==> config.mk <==
export PLATFORM = sky130hd
export DESIGN_NAME = vr_tooth_decoder
export DESIGN_NICKNAME = d
export VERILOG_FILES = /design/src/rtl/vr_pkg.sv /design/src/rtl/vr_filt.sv /design/src/rtl/vr_tooth_decoder.sv
export SDC_FILE = /design/constraint.sdc
export NUM_CORES = 1
export LEC_CHECK = 0
export CELL_PAD_IN_SITES_DETAIL_PLACEMENT = 1
export CELL_PAD_IN_SITES_GLOBAL_PLACEMENT = 1
export CORE_MARGIN = 3
export CORE_UTILIZATION = 45
export CTS_CLUSTER_DIAMETER = 50
export DETAILED_ROUTE_END_ITERATION = 7
export PLACE_DENSITY_LB_ADDON = 0.1
export SLEW_MARGIN = 20
export SYNTH_ARGS = -nofsm -noshare
export SYNTH_HDL_FRONTEND = slang
export SYNTH_SLANG_ARGS = --single-unit
==> constraint.sdc <==
create_clock -name clk -period 6.45 [get_ports clk]
set_input_delay 0.645 -clock clk [delete_from_list [all_inputs] [get_ports clk]]
set_output_delay 0.645 -clock clk [all_outputs]
set_load 0.02 [all_outputs]
==> src/rtl/vr_pkg.sv <==
// ----------------------------------------------------------------------------
// vr_pkg
// Shared definitions for the VR tooth decoder: default wheel/filter/counter
// sizes and the wheel-tracking state encoding.
// ----------------------------------------------------------------------------
package vr_pkg;

    // 60-2 wheel: 58 physical edges per revolution, gap edge included.
    localparam int DEF_TEETH  = 58;
    localparam int DEF_FILT_W = 8;
    localparam int DEF_PER_W  = 24;

    // Wheel position tracking.
    //   ST_IDLE   : no valid tooth period yet
    //   ST_HUNT   : periods valid, waiting for a gap
    //   ST_VERIFY : one gap seen, counting teeth up to the next gap
    //   ST_SYNC   : gaps arrive exactly one revolution apart
    typedef enum logic [1:0] {
        ST_IDLE   = 2'd0,
        ST_HUNT   = 2'd1,
        ST_VERIFY = 2'd2,
        ST_SYNC   = 2'd3
    } vr_state_t;

endpackage

==> src/rtl/vr_filt.sv <==
// ----------------------------------------------------------------------------
// vr_filt
// Input conditioning for the raw VR comparator: a 2-flop synchroniser followed
// by a glitch filter. The filtered level only follows the synchronised input
// once the input has disagreed with it for filt_len+1 consecutive clocks.
//
// Ports
//   clk       system clock
//   rst       synchronous, active-low reset
//   vr_in     raw asynchronous comparator output
//   filt_len  filter length N (quasi-static)
//   vr_out    filtered level
// ----------------------------------------------------------------------------
module vr_filt
    import vr_pkg::*;
#(
    parameter int FILT_W = DEF_FILT_W
) (
    input  logic              clk,
    input  logic              rst,
    input  logic              vr_in,
    input  logic [FILT_W-1:0] filt_len,
    output logic              vr_out
);

    logic              s1;
    logic              s2;
    logic [FILT_W-1:0] cnt;

    // NOTE: every register here uses non-blocking assignment so s1->s2->vr_out
    // behave as a true shift chain regardless of statement order.
    always_ff @(posedge clk) begin
        if (!rst) begin
            s1     <= 1'b0;
            s2     <= 1'b0;
            cnt    <= '0;
            vr_out <= 1'b0;
        end else begin
            s1 <= vr_in;
            s2 <= s1;
            if (s2 == vr_out) begin
                // Any agreement restarts the qualification window.
                cnt <= '0;
            end else if (cnt == filt_len) begin
                vr_out <= s2;
                cnt    <= '0;
            end else begin
                cnt <= cnt + FILT_W'(1);
            end
        end
    end

endmodule

==> src/rtl/vr_tooth_decoder.sv <==
// ----------------------------------------------------------------------------
// vr_tooth_decoder
// Upstream stage of the crank-angle generator. Filters the VR signal, turns
// the selected filtered transition into a tooth-edge strobe, measures the
// clock count between tooth edges, detects the missing-tooth gap and tracks
// the tooth index against a TEETH-edge wheel.
//
// Ports
//   clk         system clock, all logic on rising edge
//   rst         synchronous, active-low reset
//   vr_in       raw asynchronous VR comparator output
//   filt_len    glitch filter length N (quasi-static)
//   edge_sel    0: falling filtered edge is the tooth edge, 1: rising
//   vr_out      filtered level
//   edge_stb    one-cycle tooth-edge strobe
//   period      clocks between the last two tooth edges
//   period_vld  with edge_stb, when period spans two real edges
//   gap_stb     with edge_stb, when this edge ends the missing-tooth gap
//   tooth_cnt   tooth index, gap edge = 0 (meaningful when sync)
//   sync        wheel position locked
//   err_stb     with edge_stb, tooth-count / gap disagreement
//   stall       period counter saturated (engine stopped)
// ----------------------------------------------------------------------------
module vr_tooth_decoder
    import vr_pkg::*;
#(
    parameter int TEETH  = DEF_TEETH,
    parameter int FILT_W = DEF_FILT_W,
    parameter int PER_W  = DEF_PER_W
) (
    input  logic              clk,
    input  logic              rst,
    input  logic              vr_in,
    input  logic [FILT_W-1:0] filt_len,
    input  logic              edge_sel,
    output logic              vr_out,
    output logic              edge_stb,
    output logic [PER_W-1:0]  period,
    output logic              period_vld,
    output logic              gap_stb,
    output logic [5:0]        tooth_cnt,
    output logic              sync,
    output logic              err_stb,
    output logic              stall
);

    localparam logic [PER_W-1:0] PER_MAX    = '1;
    localparam logic [5:0]       LAST_TOOTH = 6'(TEETH - 1);

    logic             vr_d;        // filtered level one clock ago
    logic             tooth_edge;  // selected filtered transition, this cycle
    logic             is_gap;
    logic [PER_W-1:0] per_cnt;
    logic             prev_vld;    // at least one edge since reset/stall
    logic             pp_vld;      // period register holds a real period
    logic [5:0]       tooth_inc;
    vr_state_t        state;

    vr_filt #(
        .FILT_W (FILT_W)
    ) u_filt (
        .clk      (clk),
        .rst      (rst),
        .vr_in    (vr_in),
        .filt_len (filt_len),
        .vr_out   (vr_out)
    );

    assign tooth_edge = edge_sel ? (vr_out & ~vr_d) : (~vr_out & vr_d);

    // The period register still holds the previous period while the edge is
    // being evaluated, so it doubles as prev_period. The doubled value is
    // compared one bit wider so it cannot overflow.
    assign is_gap = tooth_edge & pp_vld & ({1'b0, per_cnt} > {period, 1'b0});

    // Free-running tooth index wraps at the end of the wheel.
    assign tooth_inc = (tooth_cnt == LAST_TOOTH) ? 6'd0 : tooth_cnt + 6'd1;

    always_ff @(posedge clk) begin
        if (!rst) begin
            vr_d       <= 1'b0;
            edge_stb   <= 1'b0;
            period     <= '0;
            period_vld <= 1'b0;
            gap_stb    <= 1'b0;
            err_stb    <= 1'b0;
            tooth_cnt  <= '0;
            sync       <= 1'b0;
            stall      <= 1'b0;
            per_cnt    <= '0;
            prev_vld   <= 1'b0;
            pp_vld     <= 1'b0;
            state      <= ST_IDLE;
        end else begin
            vr_d       <= vr_out;
            edge_stb   <= tooth_edge;
            period_vld <= tooth_edge & prev_vld;
            gap_stb    <= is_gap;
            err_stb    <= 1'b0;

            if (tooth_edge) begin
                // An edge always wins over saturation in the same cycle.
                period   <= per_cnt;
                per_cnt  <= PER_W'(1);
                prev_vld <= 1'b1;
                pp_vld   <= prev_vld;
                stall    <= 1'b0;

                case (state)
                    ST_IDLE: begin
                        tooth_cnt <= tooth_inc;
                        if (prev_vld) begin
                            state <= ST_HUNT;
                        end
                    end
                    ST_HUNT: begin
                        if (is_gap) begin
                            state     <= ST_VERIFY;
                            tooth_cnt <= '0;
                        end else begin
                            tooth_cnt <= tooth_inc;
                        end
                    end
                    ST_VERIFY, ST_SYNC: begin
                        if (is_gap) begin
                            // Every gap restarts the count; only a gap landing
                            // on the last tooth confirms the wheel.
                            tooth_cnt <= '0;
                            if (tooth_cnt == LAST_TOOTH) begin
                                state <= ST_SYNC;
                                sync  <= 1'b1;
                            end else begin
                                state   <= ST_VERIFY;
                                sync    <= 1'b0;
                                err_stb <= 1'b1;
                            end
                        end else if (tooth_cnt == LAST_TOOTH) begin
                            // Expected a gap here but saw a normal tooth.
                            state     <= ST_HUNT;
                            sync      <= 1'b0;
                            err_stb   <= 1'b1;
                            tooth_cnt <= '0;
                        end else begin
                            tooth_cnt <= tooth_inc;
                        end
                    end
                    default: begin
                        state <= ST_IDLE;
                        sync  <= 1'b0;
                    end
                endcase
            end else if (per_cnt == PER_MAX) begin
                // Engine stopped: drop all history that depends on timing.
                stall    <= 1'b1;
                prev_vld <= 1'b0;
                pp_vld   <= 1'b0;
                state    <= ST_HUNT;
                sync     <= 1'b0;
            end else begin
                per_cnt <= per_cnt + PER_W'(1);
            end
        end
    end

endmodule

==> results.md <==
* GRT Max-Usage Layer: met2
* Core Rows at 33
* Clock Tree Root: clkbuf_8
* First-pass GRT wire length at 15900 um
* Core area at approximately 8300 um^2
* Final min period at approximately 3.1 ns
* Vias at 3251
* TritonCTS Buffers at 9
* Met3 usage at 0.0400
* Setup TNS at 0 ns
* Initial antenna violation count at 0
* Skew final at roughly 0.012 ns
* Routed len/inst at around 15 um
* Slew Viols, Final at 0
* Hold WS at approximately 0.47 ns
* Most used DFF post-synth: dfxtp_1
* Count of final hold-check violations at 0
* Fin util at 0.561
* Tot Pwr at about 900 uW
* Final Wtd Congestion at ~0.8
* Synthesis-stage register bit count at 76
* Crit share post-route at 0.476
* Crit path max-delay family: compound AO/OA/AOI/OAI gates
* Proportion of layout cells with a drive suffix above 1 at 0.0610
* Power Dens Cells at a little under 200 nW/um^2
* I/O pin count at 49
* Critical path's slowest cell: or4_4
* CTS HTree Levels at 3
* Non-filler instance count after layout at roughly 610
* Iteration-0 DRC Markers at 92
* Final WS setup at 3.38 ns
* Post-synth EDFFs at 0
* Die Span X at 98.2 um
* Crit Path Max Fanout at 5
* Slew @ Worst Pin at 0.584 ns
* Starting Density at 0.464
* Worst Setup Path Type: reg2reg
* CTS tree: done
* Worst-Skew Late Latency at between 0.3 and 0.4 ns
* Startpoint Class: register
* Netlist cell types at 46
* Pin count of the biggest net entering global routing at 42
* Mapped cell area at about 3800 um^2
* Critical Path, Cell by Cell: inv_1 > ha_1 > nand4_1 > or4_4 > a21o_1 > a311oi_2 > nor2_2 > inv_2 > ha_1 > o21ai_0 > a211o_1 > o2111a_1
* Hold crit path type: reg2reg
* Syn Area/Cell at roughly 8.4 um^2
* CTS Sinks at 76
* Syn. warnings at 0
* Dpl hpwl at ~6500 um
* Crit. End Element: register
* Status: finished, final reports clean
* DIE AREA at 9650 um^2
* Clock slew at reported path FFs at roughly 0.07 ns
* Clock buffer depth at 2
* Placed Instance Area at roughly 4400 um^2
* Total grt overflow at 0
* Arr. time, crit path at ~3.3 ns
* RSZ-0062 raised after global routing: no
* Fraction of registers with async set/reset at 0
* Total of max-cap violations at 0
* Worst vdd ir at between 0.09 and 0.1 mV
* Area Overhead vs Synth at 21.0%
* Resize count post-CTS at 0
* Met1 usage at 0.240
* Slowest stage delay, CP at 0.61 ns
* CTS Hold Bufs at 0
* # Post-CTS Setup Buffers at 0
* Dpl ws at ~3.1 ns
* Placed Cells at approximately 600
* LEAKAGE at roughly 1.7 nW
* Grt met2 use at 0.350
* Drt first pass iters at 4
* DRC at 0
* Most numerous cell on the critical path: ha_1
* Non-Filler Cell Area, Final at roughly 4600 um^2
* CP bufs+invs at 2
* N_diodes at 0
* Synthesized Nets at 496
* Seq/Total Area, Yosys at 0.397
* Achievable Freq at 326 MHz
* DRT antenna net count at 0
* Port bufs at 48
* WP data required at between 6 and 7 ns
* Mapped Cells at around 460
* Die Span Y at 98.2 um
* Via-to-Cell Ratio at 5.30
* Number of global-route vias before repair at around 3400
* Nets@finish at between 500 and 600
* Final setup vio count at 0
* Total track usage at 0.199
* Max-slew headroom at 0.609
* Total Wirelength at slightly above 9000 um
## cell families after synthesis
group | synth area share
and+or+nand+nor | 0.237
AOI/OAI and AO/OA | 0.140
DFF | 0.397
buffers and inverters | 0.0431
xor gates and xnor gates | 0.0824
adders and majority gates | 0.0948
muxes | 0.00523
## power breakdown
group	leakage, nW	switching [mW]	internal, mW	total (mW)
combinational	1.01	0.0133	0.0143	0.0276
clock	0.113	0.172	0.227	0.399
sequential	0.613	0.00291	0.471	0.474
total	1.74	0.188	0.712	0.900
## synthesized netlist by cell type (5+ instances only)
cell type / n / area (um^2)
nand4_1: 9 / 56.3
and3_1: 10 / 62.6
or3_1: 6 / 37.5
dfxtp_1: 76 / 1520
ha_1: 29 / 363
and2_1: 9 / 56.3
o21ai_0: 10 / 50.1
xnor2_1: 7 / 61.3
xor2_1: 29 / 254
inv_1: 29 / 109
nand3_1: 18 / 90.1
a21boi_0: 26 / 195
clkbuf_1: 13 / 48.8
a31oi_1: 5 / 31.3
a21oi_1: 18 / 90.1
nor2_1: 41 / 154
and4_1: 5 / 43.8
nand2_1: 74 / 278
## worst paths after layout
path / start / endpoint / slack, ns / depth (start not counted)
max: period[15] / state[0] / 3.38 / 12
min: u_filt.s1 / u_filt.s2 / 0.47 / 1
max reg2reg: period[15] / state[0] / 3.38 / 12
min reg2reg: u_filt.s1 / u_filt.s2 / 0.47 / 1
## routing by layer
metal,up-vias,wire length (um)
met5,-,0
met4,0,146
met3,16,286
met2,49,4510
met1,1545,4140
li1,1641,-
## cell type report
cell class / instances / area [um^2]
clock buffer: 11 / 141
clock inverter: 5 / 75.1
fill: 984 / 3620
inverter: 30 / 113
multi-input combinational: 335 / 2150
sequential: 76 / 1520
tap: 105 / 131
timing repair buffer: 51 / 503
## state kept, by name, indices dropped and copies added, names as in the netlist
name           count
u_filt.s1          1
vr_d               1
err_stb            1
pp_vld             1
stall              1
u_filt.cnt         8
state              2
u_filt.s2          1
tooth_cnt          6
edge_stb           1
sync               1
period_vld         1
gap_stb            1
period            24
prev_vld           1
u_filt.vr_out      1
per_cnt           24
## layout by cell type, fill, tap and decap left out, types with 3 or more instances in the layout
cell              n
a21boi_0         26
a21oi_1          18
a31oi_1           5
and2_1            9
and3_1           10
and4_1            5
buf_4             3
clkbuf_8         10
clkdlybuf4s50_1  48
clkinv_2          3
dfxtp_1          76
ha_1             29
inv_1            29
nand2_1          73
nand2b_1          3
nand3_1          18
nand4_1           9
nor2_1           41
nor2b_1           3
nor3_1            3
o21ai_0          10
or3_1             6
xnor2_1           7
xor2_1           29
(Power assumes the default switching activity.)
